<file path="src/rtl/sw_pkg.sv">
// Shared Smith-Waterman definitions: pointer codes, alignment-op codes and
// the traceback FSM state encoding. The PE array drives its pointer outputs
// with the same PTR_* codes that the traceback engine decodes.
package sw_pkg;

    // Direction-pointer codes stored in the pointer memory.
    localparam logic [2:0] PTR_UP   = 3'd1;   // row-1
    localparam logic [2:0] PTR_LEFT = 3'd2;   // col-1
    localparam logic [2:0] PTR_DIAG = 3'd3;   // row-1, col-1
    localparam logic [2:0] PTR_STOP = 3'b111; // zero score, path ends here

    // Alignment operations emitted on the op stream.
    typedef enum logic [1:0] {
        OP_DIAG = 2'd0,
        OP_UP   = 2'd1,
        OP_LEFT = 2'd2
    } op_code_e;

    // Traceback FSM states.
    typedef enum logic [2:0] {
        ST_IDLE = 3'd0,
        ST_READ = 3'd1,
        ST_WAIT = 3'd2,
        ST_EMIT = 3'd3,
        ST_FIN  = 3'd4
    } trace_state_e;

    function automatic op_code_e ptr_to_op(input logic [2:0] code);
        case (code)
            PTR_UP:   return OP_UP;
            PTR_LEFT: return OP_LEFT;
            default:  return OP_DIAG;
        endcase
    endfunction

    function automatic logic ptr_moves_row(input logic [2:0] code);
        return (code == PTR_UP) || (code == PTR_DIAG);
    endfunction

    function automatic logic ptr_moves_col(input logic [2:0] code);
        return (code == PTR_LEFT) || (code == PTR_DIAG);
    endfunction

endpackage

</file>
<file path="src/rtl/traceback_engine.sv">
// Smith-Waterman traceback engine.
// Walks the external direction-pointer memory from a max-score cell back
// towards the matrix edge, emitting one alignment op per step.
//
// Ports:
//   clk, reset            clock, asynchronous active-low reset
//   start, start_row/col  traceback request and starting cell (accepted in IDLE)
//   start_ready           high only in IDLE
//   ptr_rd_en, ptr_row/col pointer-memory read strobe and address
//   ptr_data              pointer code, valid the cycle after ptr_rd_en
//   op_valid, op_code     op stream (DIAG/UP/LEFT); held until op_ready
//   op_ready              downstream accept
//   done                  one-cycle pulse at the end of a traceback
//   path_len              ops emitted (saturating), stable until next start
//   err                   sticky illegal-pointer flag, cleared on next start
//   dbg_state             current FSM state
//
// Handshake: an op transfers on a rising edge where op_valid and op_ready are
// both high; while op_valid is high and op_ready low, op_code, the read
// address and the path length hold their values.
module traceback_engine
    import sw_pkg::*;
#(
    parameter int ADDR_W = 6,
    parameter int LEN_W  = ADDR_W + 1
) (
    input  logic              clk,
    input  logic              reset,
    input  logic              start,
    input  logic [ADDR_W-1:0] start_row,
    input  logic [ADDR_W-1:0] start_col,
    output logic              start_ready,
    output logic              ptr_rd_en,
    output logic [ADDR_W-1:0] ptr_row,
    output logic [ADDR_W-1:0] ptr_col,
    input  logic [2:0]        ptr_data,
    output logic              op_valid,
    output logic [1:0]        op_code,
    input  logic              op_ready,
    output logic              done,
    output logic [LEN_W-1:0]  path_len,
    output logic              err,
    output trace_state_e      dbg_state
);

    trace_state_e      state_q;
    logic [ADDR_W-1:0] cur_row_q;
    logic [ADDR_W-1:0] cur_col_q;
    logic [2:0]        ptr_q;
    logic              rd_en_q;
    logic              op_valid_q;
    op_code_e          op_code_q;
    logic              done_q;
    logic              err_q;
    logic [LEN_W-1:0]  len_q;

    logic              move_ok_d;
    logic              is_stop_d;
    logic [ADDR_W-1:0] row_d;
    logic [ADDR_W-1:0] col_d;
    logic [LEN_W-1:0]  len_d;
    logic              at_edge_d;

    // Decode of the pointer arriving in WAIT. A legal direction that would
    // step off row 0 or col 0 is rejected here and handled like STOP + err.
    always_comb begin
        is_stop_d = (ptr_data == PTR_STOP);
        move_ok_d = 1'b0;
        case (ptr_data)
            PTR_UP:   move_ok_d = (cur_row_q != '0);
            PTR_LEFT: move_ok_d = (cur_col_q != '0);
            PTR_DIAG: move_ok_d = (cur_row_q != '0) && (cur_col_q != '0);
            default:  move_ok_d = 1'b0;
        endcase
    end

    // Next cell and length, applied on the EMIT handshake from the pointer
    // registered in WAIT.
    always_comb begin
        row_d     = ptr_moves_row(ptr_q) ? cur_row_q - ADDR_W'(1) : cur_row_q;
        col_d     = ptr_moves_col(ptr_q) ? cur_col_q - ADDR_W'(1) : cur_col_q;
        len_d     = (&len_q) ? len_q : len_q + LEN_W'(1);
        at_edge_d = (row_d == '0) || (col_d == '0);
    end

    always_ff @(posedge clk or negedge reset) begin
        if (!reset) begin
            state_q    <= ST_IDLE;
            cur_row_q  <= '0;
            cur_col_q  <= '0;
            ptr_q      <= '0;
            rd_en_q    <= 1'b0;
            op_valid_q <= 1'b0;
            op_code_q  <= OP_DIAG;
            done_q     <= 1'b0;
            err_q      <= 1'b0;
            len_q      <= '0;
        end else begin
            done_q <= 1'b0;
            case (state_q)
                ST_IDLE: begin
                    if (start) begin
                        cur_row_q <= start_row;
                        cur_col_q <= start_col;
                        len_q     <= '0;
                        err_q     <= 1'b0;
                        rd_en_q   <= 1'b1;
                        state_q   <= ST_READ;
                    end
                end
                ST_READ: begin
                    rd_en_q <= 1'b0;
                    state_q <= ST_WAIT;
                end
                ST_WAIT: begin
                    ptr_q <= ptr_data;
                    if (move_ok_d) begin
                        op_valid_q <= 1'b1;
                        op_code_q  <= ptr_to_op(ptr_data);
                        state_q    <= ST_EMIT;
                    end else begin
                        // STOP ends cleanly; anything else is an error.
                        if (!is_stop_d) begin
                            err_q <= 1'b1;
                        end
                        state_q <= ST_FIN;
                    end
                end
                ST_EMIT: begin
                    if (op_ready) begin
                        op_valid_q <= 1'b0;
                        cur_row_q  <= row_d;
                        cur_col_q  <= col_d;
                        len_q      <= len_d;
                        if (at_edge_d) begin
                            state_q <= ST_FIN;
                        end else begin
                            rd_en_q <= 1'b1;
                            state_q <= ST_READ;
                        end
                    end
                end
                ST_FIN: begin
                    done_q  <= 1'b1;
                    state_q <= ST_IDLE;
                end
                default: begin
                    state_q <= ST_IDLE;
                end
            endcase
        end
    end

    assign start_ready = (state_q == ST_IDLE);
    assign ptr_rd_en   = rd_en_q;
    assign ptr_row     = cur_row_q;
    assign ptr_col     = cur_col_q;
    assign op_valid    = op_valid_q;
    assign op_code     = op_code_q;
    assign done        = done_q;
    assign path_len    = len_q;
    assign err         = err_q;
    assign dbg_state   = state_q;

endmodule

</file>
<file path="config.mk">
export PLATFORM = sky130hd
export DESIGN_NAME = traceback_engine
export DESIGN_NICKNAME = d
export VERILOG_FILES = /design/src/rtl/sw_pkg.sv /design/src/rtl/traceback_engine.sv
export SDC_FILE = /design/constraint.sdc
export NUM_CORES = 1
export LEC_CHECK = 0
export CAP_MARGIN = 20
export CORE_AREA = 2 2 65 67
export DETAILED_ROUTE_END_ITERATION = 7
export DIE_AREA = 0 0 67 69
export PLACE_DENSITY_LB_ADDON = 0.08
export SETUP_SLACK_MARGIN = 0.5
export SYNTH_ARGS = -nofsm -noshare
export SYNTH_HDL_FRONTEND = slang
export SYNTH_SLANG_ARGS = --single-unit
</file>
<file path="constraint.sdc">
create_clock -name clk -period 2.5 [get_ports clk]
set_clock_uncertainty 0.2 [all_clocks]
set_input_delay 0.5 -clock clk [delete_from_list [all_inputs] [get_ports clk]]
set_output_delay 0.5 -clock clk [all_outputs]
set_load 0.05 [all_outputs]
</file>
==> results.cfg, run 1 <==
[placement]
numPortBuffers = 47
dpl.cell_count = 316
place_ws_ns = 0.0535
weighted_congestion_at_the_end_of_routability_driven_global_placement = 0.824
detailed_place_hpwl_um = 3290

[setup_path]
critPathMaxFanout = 4
critical_path_start_type = register
timing.setup.critical_path_class = register to register
regToRegStartpoint = ptr_q[2]$_DFFE_PN0P_
cp-end-kind = register
cp.required_ns = 2.44
regToRegEndpoint = dbg_state[0]$_DFFE_PN0P_
reg2reg_slack_ns = 0.40
rr_worst_depth = 8
arrival_ns = 2.04

[route]
route.detailed.wl_per_inst_um = 14.6
totalWireLength_um = 4950
drc = 0
viasPerCell = 5.66
drt-initial-drc-count = 88
drt_pre_antenna_iters = 4
via_count = 1923
drt.antenna.violating_nets = 0

[synth]
synthFlopType = sky130_fd_sc_hd__dfrtp_1
synthDistinctLibCells = 51
synth.cell_area_mm2 = 0.00188
synth_top_cells_by_area = sky130_fd_sc_hd__dfrtp_1, sky130_fd_sc_hd__a21oi_1, sky130_fd_sc_hd__nor3_1, sky130_fd_sc_hd__nor2_1, sky130_fd_sc_hd__nand2_1
yosysWarnings = 0
avgSynthCellArea_um2 = 8.77
yosys_register_bits = 31
synthCells = 214
synth_async_sr_flop_share = 1.00
synth_top_area_frac = 0.413
yosysSeqAreaShare = 0.413
post_synthesis_net_count = 237
synth_enable_flop_cells = 0
synth_top_cell_by_area = sky130_fd_sc_hd__dfrtp_1

[sta]
final.setup.worst_slack_ns = 0.400
hold_violations = 0
max_slew_violation_total_from_the_final_report = 0
finalSetupViolCount = 0
finalCritPeriodShare = 0.840
tightest_slew_ns = 0.491
timing.hold.ws_ns = 0.306
setup_tns_ns = 0
maxClockFrequency_mhz = 476
final_period_minus_worst_setup_slack_ns = 2.10
timing.max_slew.rel_slack = 0.674
unrepaired_setup_endpoints_after_global_routing = yes

[clock_tree]
clock-root-buffer = sky130_fd_sc_hd__clkbuf_8
cts_max_level = 2
clkSinkCount = 31
cts_max_path_buffers = 2
hold_buffers = 0
tritoncts = built
source_to_sink_clock_delay_at_the_later_pin_of_the_worst_skew_pair_ns = 0.28
cts_inserted_buffers = 5
worst_setup_hold_path_clk_slew_ns = 0.07

[floorplan]
floorplan.io_pins = 48
floorplan.die_area_mm2 = 0.00462
core_region_area_mm2 = 0.00391
initial_cell_density_of_the_core = 0.480
placementRows = 23
die_height_um = 69
die_width_um = 67

[power_and_ir_drop]
clock_power_share = 0.103
irDropWorstVdd_mv = 0.784
cellLeakagePower_nw = 1.22
share_seq_of_total_power = 0.256
power.share.switching = 0.508
combPwrFrac = 0.641
p_per_area_mw_per_mm2 = 1330
power_switching_mw = 1.90
internal_power_mw = 1.85

[layout]
fillCellCount = 331
multi_input_comb_area_mm2 = 0.00117
most-common-layout-cells = sky130_fd_sc_hd__buf_4, sky130_fd_sc_hd__dfrtp_1, sky130_fd_sc_hd__dlygate4sd2_1
final_common_cell = sky130_fd_sc_hd__buf_4
cell_count_final_fillers_out = 340
share_of_post_route_cells_with_drive_strength_above_1 = 0.314
final_layout_net_count = 312
ant_diodes = 0
layout.area.seq_um2 = 788
area.growth.synth_to_final_pct = 50.1

[global_routing]
first_global_vias = 1741
number_of_antenna_violations_at_the_first_check_in_global_routing = 0
grt_overflow_total = 0
grt_util_all_layers = 0.218
grt_pass1_wl_um = 7960
grt_max_degree = 32

[min_path]
hold-path-cell-count = 1
min_to = op_code[0]$_DFFE_PN0P_
timing.hold.worst.start = op_code[0]$_DFFE_PN0P_
timing.hold.worst.class = register to register

[job]
drv.max_cap_violation_count = 0

[run_status]
run_status = finished clean
[Yosys cell counts, drive strengths merged (2+ instances only)]
cell type  instances
mux2i              2
nand2b             4
dfrtp             31
nor2b              2
ha                 4
nor3              16
mux2               5
nand2             18
o21ai             11
o22ai              6
a21o               2
inv                9
nor3b              3
o21a               2
nor2              20
xnor2              5
a31oi              3
buf                3
or3                3
nor4               3
o211ai             2
a21oi             21
nor4b              3
clkbuf             7
or2                2
nand3              5
[cell families after synthesis]
group / synth area share
AND/OR/NAND/NOR: 0.247
flip-flops: 0.413
adder cells (fa/ha/maj): 0.0267
buffers and inverters: 0.0467
AO/OA/AOI/OAI: 0.198
multiplexers: 0.0407
XOR/XNOR: 0.0280
[how the worst max path moves through the flow]
stage | start | to | cells past startpoint
after floorplan | dbg_state[1]$_DFFE_PN0P_ | ptr_row[2]$_DFFE_PN0P_ | 7
after global placement | start | path_len[4]$_DFFE_PN0P_ | 6
after detailed placement | start | path_len[4]$_DFFE_PN0P_ | 6
after CTS | ptr_col[0]$_DFFE_PN0P_ | ptr_rd_en$_DFFE_PN0P_ | 7
after global routing | ptr_col[0]$_DFFE_PN0P_ | ptr_rd_en$_DFFE_PN0P_ | 7
final | ptr_q[2]$_DFFE_PN0P_ | dbg_state[0]$_DFFE_PN0P_ | 8
[metal layers]
metal	vias up	share of wire	global-route usage
met5	-	0	0
met4	0	0.0077	0.0476
met3	6	0.049	0.0555
met2	54	0.49	0.351
met1	924	0.45	0.292
li1	939	-	-
[registers in the layout, summed over array words and instances, names as in the netlist]
register and count:
ptr_rd_en 1, ptr_col 6, path_len 7, op_code 2, ptr_row 6, dbg_state 3, err 1, ptr_q 3
done 1, op_valid 1
[critical path: stages (launching register included)]
cell and delay [ns]:
sky130_fd_sc_hd__dfrtp_1 0.38, sky130_fd_sc_hd__buf_4 0.13, sky130_fd_sc_hd__nor2b_4 0.04, sky130_fd_sc_hd__or3_1 0.31, sky130_fd_sc_hd__a211o_1 0.33, sky130_fd_sc_hd__buf_4 0.14
sky130_fd_sc_hd__buf_4 0.12, sky130_fd_sc_hd__nor3_1 0.16, sky130_fd_sc_hd__o221ai_1 0.14
[final cells by class]
| cell class | count | share of cell area |
|---|---|---|
| flip-flops and latches | 31 | 0.280 |
| well taps | 50 | 0.0222 |
| clock inverters | 3 | 0.00533 |
| repair buffers | 78 | 0.239 |
| clock buffers | 5 | 0.0244 |
| multi-input cells | 164 | 0.416 |
| inverters | 9 | 0.0138 |
[stage by stage]
stage,total power [mW],util,instance area [um^2]
4_1_cts,3.62,0.699,2740
6_report,3.75,0.720,2820
5_1_grt,3.98,0.720,2820
3_3_place_gp,3.05,0.645,2530
3_5_place_dp,3.07,0.645,2530
2_1_floorplan,2.46,-,1960
[what timing repair did]
| action | CTS | global route |
|---|---|---|
| setup buffers | 9 | 7 |
| pin swaps | 10 | 8 |
| endpoints found under the setup margin | 49 | 27 |
| resized for setup | 51 | 24 |
[power groups by stage]
stage | combinational [mW] | clock (mW) | sequential (mW)
final | 2.40 | 0.387 | 0.960
after global routing | 2.57 | 0.414 | 0.993
after CTS | 2.28 | 0.388 | 0.956
after detailed placement | 2.11 | 0 | 0.963
after global placement | 2.09 | 0 | 0.963
after floorplan | 1.03 | 0 | 1.43
Note: power is estimated with default switching activity, not from simulation.
==> run 2: changes to the inputs <==
- CORE_AREA: 2 2 65 67 -> 2 2 69 71
- DIE_AREA: 0 0 67 69 -> 0 0 71 73
- clock period: 2.5 -> 1.8 ns (I/O delays scaled with it)
==> run 2 against run 1 <==
Fmax is 3.4% lower. Largest power group unchanged. First-iteration DRC count is 66% higher. Clock-buffer cell count is 1 higher. The flow now finishes with violations (setup timing). Critical path type unchanged.
==> results.cfg, run 2 (synthesis results as in run 1) <==
[setup_path]
reg2reg_slack_ns = -0.37
regToRegEndpoint = ptr_rd_en$_DFFE_PN0P_
rr_worst_depth = 5
critical_path_start_type = register
cp-end-kind = register
critPathMaxFanout = 4
arrival_ns = 2.16
regToRegStartpoint = ptr_col[0]$_DFFE_PN0P_
cp.required_ns = 1.79
timing.setup.critical_path_class = register to register

[power_and_ir_drop]
cellLeakagePower_nw = 1.73
irDropWorstVdd_mv = 1.14
finalPower_mw = 7.92
p_per_area_mw_per_mm2 = 1960

[clock_tree]
clock-root-buffer = sky130_fd_sc_hd__clkbuf_8
cts_max_path_buffers = 2
tritoncts = built
clkSinkCount = 31
hold_buffers = 0
worst_setup_hold_path_clk_slew_ns = 0.08
cts_inserted_buffers = 5
cts_max_level = 2
source_to_sink_clock_delay_at_the_later_pin_of_the_worst_skew_pair_ns = 0.30

[sta]
finalCritPeriodShare = 1.21
hold_violations = 0
tightest_slew_ns = 0.457
timing.max_slew.rel_slack = 0.694
setup_tns_ns = -2.64
max_slew_violation_total_from_the_final_report = 0
final_period_minus_worst_setup_slack_ns = 2.17
maxClockFrequency_mhz = 460
unrepaired_setup_endpoints_after_global_routing = yes
finalSetupViolCount = 24
final.setup.worst_slack_ns = -0.374

[route]
totalWireLength_um = 8220
viasPerCell = 5.92
drt_pre_antenna_iters = 4
drc = 0
drt.antenna.violating_nets = 0
route.detailed.wl_per_inst_um = 20.0
drt-initial-drc-count = 146
via_count = 2429

[run_status]
failed_checks = setup timing
run_status = finished with violations

[layout]
share_of_post_route_cells_with_drive_strength_above_1 = 0.590
utilization = 0.889
final_common_cell = sky130_fd_sc_hd__buf_4
final_layout_net_count = 378
largest_reg_flops = 7
fillCellCount = 187
layout.area.seq_um2 = 793
ant_diodes = 0
area.growth.synth_to_final_pct = 115
multi_input_comb_area_mm2 = 0.00135
most-common-layout-cells = sky130_fd_sc_hd__buf_4, sky130_fd_sc_hd__buf_6, sky130_fd_sc_hd__buf_12

[placement]
detailed_place_hpwl_um = 4140
numPortBuffers = 47
weighted_congestion_at_the_end_of_routability_driven_global_placement = 0.809
place_ws_ns = -0.515

[global_routing]
first_global_vias = 2313
grt_util_all_layers = 0.267
grt_pass1_wl_um = 10900
grt_max_degree = 32
grt_overflow_total = 0
number_of_antenna_violations_at_the_first_check_in_global_routing = 0

[floorplan]
floorplan.die_area_mm2 = 0.00518
die_height_um = 73
initial_cell_density_of_the_core = 0.414
placementRows = 25
core_region_area_mm2 = 0.00454
floorplan.io_pins = 48
die_width_um = 71

[job]
drv.max_cap_violation_count = 0

[min_path]
timing.hold.worst.class = input pin to async pin
==> run 2: changes by cell type in the layout (fill, tap and decap cells not counted), moves of 4 or more <==
cell / delta
sky130_fd_sc_hd__buf_6: +32
sky130_fd_sc_hd__buf_4: +30
sky130_fd_sc_hd__clkbuf_2: -6
sky130_fd_sc_hd__dfrtp_1: -4
sky130_fd_sc_hd__buf_12: +30
sky130_fd_sc_hd__dlygate4sd2_1: -20
sky130_fd_sc_hd__mux2_2: -5
sky130_fd_sc_hd__mux2_4: +5
sky130_fd_sc_hd__dfrtp_2: +4
==> run 2: critical path, cell delays in order (launching register included) <==
cell,delay (ns)
sky130_fd_sc_hd__dfrtp_2,0.44
sky130_fd_sc_hd__buf_4,0.16
sky130_fd_sc_hd__or3_1,0.34
sky130_fd_sc_hd__a211o_1,0.34
sky130_fd_sc_hd__or3_4,0.35
sky130_fd_sc_hd__a31o_2,0.24
==> run 2: stage by stage <==
stage               hold slack (ns)  cells  cell area (um^2)
floorplan                    -0.136    214              2040
global placement              0.326    369              3290
detailed placement            0.335    369              3290
CTS                           0.233    395              3860
global route                  0.239    410              4030
finish                        0.233    410              4030
==> run 2: metal layers <==
| layer | GRT usage | up-vias | wire length (um) | share of wire |
|---|---|---|---|---|
| met2 | 0.452 | 132 | 4140 | 0.50 |
| met4 | 0.119 | 0 | 381 | 0.046 |
| met1 | 0.322 | 1190 | 3180 | 0.39 |
| met3 | 0.0677 | 35 | 511 | 0.062 |
| met5 | 0 | - | 0 | 0 |
| li1 | - | 1072 | - | - |
==> run 2: timing repair <==
action | 4_1_cts | 5_1_grt
endpoints found under the setup margin | 59 | 60
buffers inserted | 18 | 15
pin swaps | 27 | 13
resized for setup | 77 | 18
==> run 2: final cells by class <==
class / count / area share
clock buffer: 6 / 0.0205
clock inverter: 2 / 0.00869
inverter: 9 / 0.00962
multi-input combinational: 164 / 0.334
sequential: 31 / 0.197
tap: 54 / 0.0168
timing repair buffer: 144 / 0.414
==> run 2: how the worst max path moves through the flow <==
stage	end	slack, ns	depth (start not counted)	start
6_report	ptr_rd_en$_DFFE_PN0P_	-0.37	5	ptr_col[0]$_DFFE_PN0P_
5_1_grt	ptr_rd_en$_DFFE_PN0P_	-0.41	7	ptr_col[0]$_DFFE_PN0P_
4_1_cts	ptr_rd_en$_DFFE_PN0P_	-0.28	5	ptr_q[2]$_DFFE_PN0P_
3_5_place_dp	path_len[4]$_DFFE_PN0P_	-0.52	6	start
3_3_place_gp	path_len[4]$_DFFE_PN0P_	-0.49	6	start
2_1_floorplan	path_len[5]$_DFFE_PN0P_	-0.40	6	dbg_state[1]$_DFFE_PN0P_
==> run 2: power breakdown <==
part | leakage, nW | total, mW | switching, mW | internal [mW]
combinational | 1.30 | 5.84 | 2.87 | 2.97
sequential | 0.368 | 1.32 | 0.335 | 0.983
clock | 0.0612 | 0.756 | 0.308 | 0.448
==> run 3: changes to the inputs <==
- TNS_END_PERCENT: not set -> 1
==> run 3 against run 2 <==
The run still ends with setup timing left. Routed wire length is 26% lower. Utilization is 11 points lower. Global-route usage is 2.3 points lower. Worst hold slack worse by 0.0020 ns. Via count is 13% lower. Setup slack better by 0.039 ns. Combinational power is 15% lower. Sequential share of layout area is 2.6 points higher. Sequential power is 4% lower. Fmax is 1.8% higher.
==> results.cfg, run 3 (synthesis results as in run 1) <==
[power_and_ir_drop]
share_seq_of_total_power = 0.186
power.share.switching = 0.448
irDropWorstVdd_mv = 1.36
power_switching_mw = 3.06
combPwrFrac = 0.727
clock_power_share = 0.087
internal_power_mw = 3.76
cellLeakagePower_nw = 1.49
p_per_area_mw_per_mm2 = 1930
finalPower_mw = 6.82

[floorplan]
initial_cell_density_of_the_core = 0.414
core_region_area_mm2 = 0.00454
die_height_um = 73
floorplan.die_area_mm2 = 0.00518
die_width_um = 71
floorplan.io_pins = 48
placementRows = 25

[route]
top_layer_used = met4
drt_pre_antenna_iters = 4
viasPerCell = 5.60
totalWireLength_um = 6040
routed_metal_1_wire_length_um = 2450
drt-initial-drc-count = 124
met2WireLength_um = 3160
routed-wl-met3_um = 264
drt.antenna.violating_nets = 0
via_count = 2107
route.detailed.wl_per_inst_um = 16.1
drc = 0

[layout]
final_common_cell = sky130_fd_sc_hd__buf_4
layout.area.seq_um2 = 786
ant_diodes = 0
utilization = 0.780
cell_count_final_fillers_out = 376
final_layout_net_count = 344
share_of_post_route_cells_with_drive_strength_above_1 = 0.457
largest_reg_flops = 7
fillCellCount = 277
multi_input_comb_area_mm2 = 0.00121
area.growth.synth_to_final_pct = 88.4
most-common-layout-cells = sky130_fd_sc_hd__buf_4, sky130_fd_sc_hd__buf_12, sky130_fd_sc_hd__dfrtp_1

[setup_path]
cp-end-kind = register
reg2reg_slack_ns = -0.33
timing.setup.critical_path_class = register to register
arrival_ns = 2.12
rr_worst_depth = 5
critical_path_start_type = register
critPathMaxFanout = 3
cp.required_ns = 1.79

[clock_tree]
source_to_sink_clock_delay_at_the_later_pin_of_the_worst_skew_pair_ns = 0.29
hold_buffers = 0
clock-root-buffer = sky130_fd_sc_hd__clkbuf_8
cts_max_path_buffers = 2
cts_max_level = 2
clkSinkCount = 31
tritoncts = built
cts_inserted_buffers = 5
worst_setup_hold_path_clk_slew_ns = 0.07

[sta]
finalSetupViolCount = 13
max_slew_violation_total_from_the_final_report = 0
timing.max_slew.rel_slack = 0.660
hold_violations = 0
final_period_minus_worst_setup_slack_ns = 2.13
tightest_slew_ns = 0.508
maxClockFrequency_mhz = 468
finalCritPeriodShare = 1.19
setup_tns_ns = -1.57
unrepaired_setup_endpoints_after_global_routing = yes
final.setup.worst_slack_ns = -0.335
timing.hold.ws_ns = 0.231

[run_status]
run_status = finished with violations
failed_checks = setup timing

[global_routing]
grt_util_all_layers = 0.244
grt_max_degree = 32
first_global_vias = 2150
grt_overflow_total = 0
number_of_antenna_violations_at_the_first_check_in_global_routing = 0
grt_pass1_wl_um = 9900

[min_path]
timing.hold.worst.class = input pin to async pin

[job]
drv.max_cap_violation_count = 0

[placement]
dpl.cell_count = 359
weighted_congestion_at_the_end_of_routability_driven_global_placement = 0.909
detailed_place_hpwl_um = 3940
numPortBuffers = 47
## run 3: power groups by stage
stage / Combinational, mW / Clock [mW] / Sequential [mW]
floorplan: 1.38 / 0 / 1.98
global placement: 4.16 / 0 / 1.21
detailed placement: 4.21 / 0 / 1.22
CTS: 4.81 / 0.586 / 1.25
global route: 5.23 / 0.634 / 1.29
finish: 4.96 / 0.591 / 1.27
## run 3: area by class of cell
class | count | area share
inverter | 9 | 0.00955
timing repair buffer | 110 | 0.382
clock buffer | 7 | 0.0244
clock inverter | 1 | 0.00142
sequential | 31 | 0.222
multi-input combinational | 164 | 0.341
tap | 54 | 0.0191
## run 3: per-stage QoR
stage | worst slack, ns | instance area [um^2]
floorplan | -0.396 | 1930
global placement | -0.491 | 3120
detailed placement | -0.547 | 3120
CTS | -0.285 | 3500
global route | -0.351 | 3540
finish | -0.335 | 3540
## run 3: worst paths after layout
kind                                        start                endpoint
max                        ptr_col[0]$_DFFE_PN0P_   ptr_rd_en$_DFFE_PN0P_
min                                         reset          done$_DFF_PN0_
max reg2reg                ptr_col[0]$_DFFE_PN0P_   ptr_rd_en$_DFFE_PN0P_
min reg2reg                op_code[1]$_DFFE_PN0P_  op_code[1]$_DFFE_PN0P_
max in group asynchronous                   reset  ptr_row[0]$_DFFE_PN0P_
min in group clk           op_code[1]$_DFFE_PN0P_  op_code[1]$_DFFE_PN0P_
## run 3: what timing repair did
| item | CTS | global route |
|---|---|---|
| endpoints found under the setup margin | 59 | 59 |
| setup buffers | 8 | 1 |
| endpoints found under the hold margin | 0 | 0 |
| resized for setup | 56 | 9 |
| pin swaps | 15 | 11 |
| gates cloned | 0 | 0 |
## run 3: critical path: stages (launching register included)
cell                      delay (ns)
sky130_fd_sc_hd__dfrtp_2        0.43
sky130_fd_sc_hd__buf_6          0.13
sky130_fd_sc_hd__or3_1          0.33
sky130_fd_sc_hd__a211o_1        0.32
sky130_fd_sc_hd__or3_4          0.39
sky130_fd_sc_hd__a31o_4         0.23
## run 3: layer usage
layer | vias to the layer above | track usage
met5 | - | 0
met4 | 0 | 0.115
met3 | 17 | 0.0566
met2 | 60 | 0.429
met1 | 1032 | 0.281
li1 | 998 | -
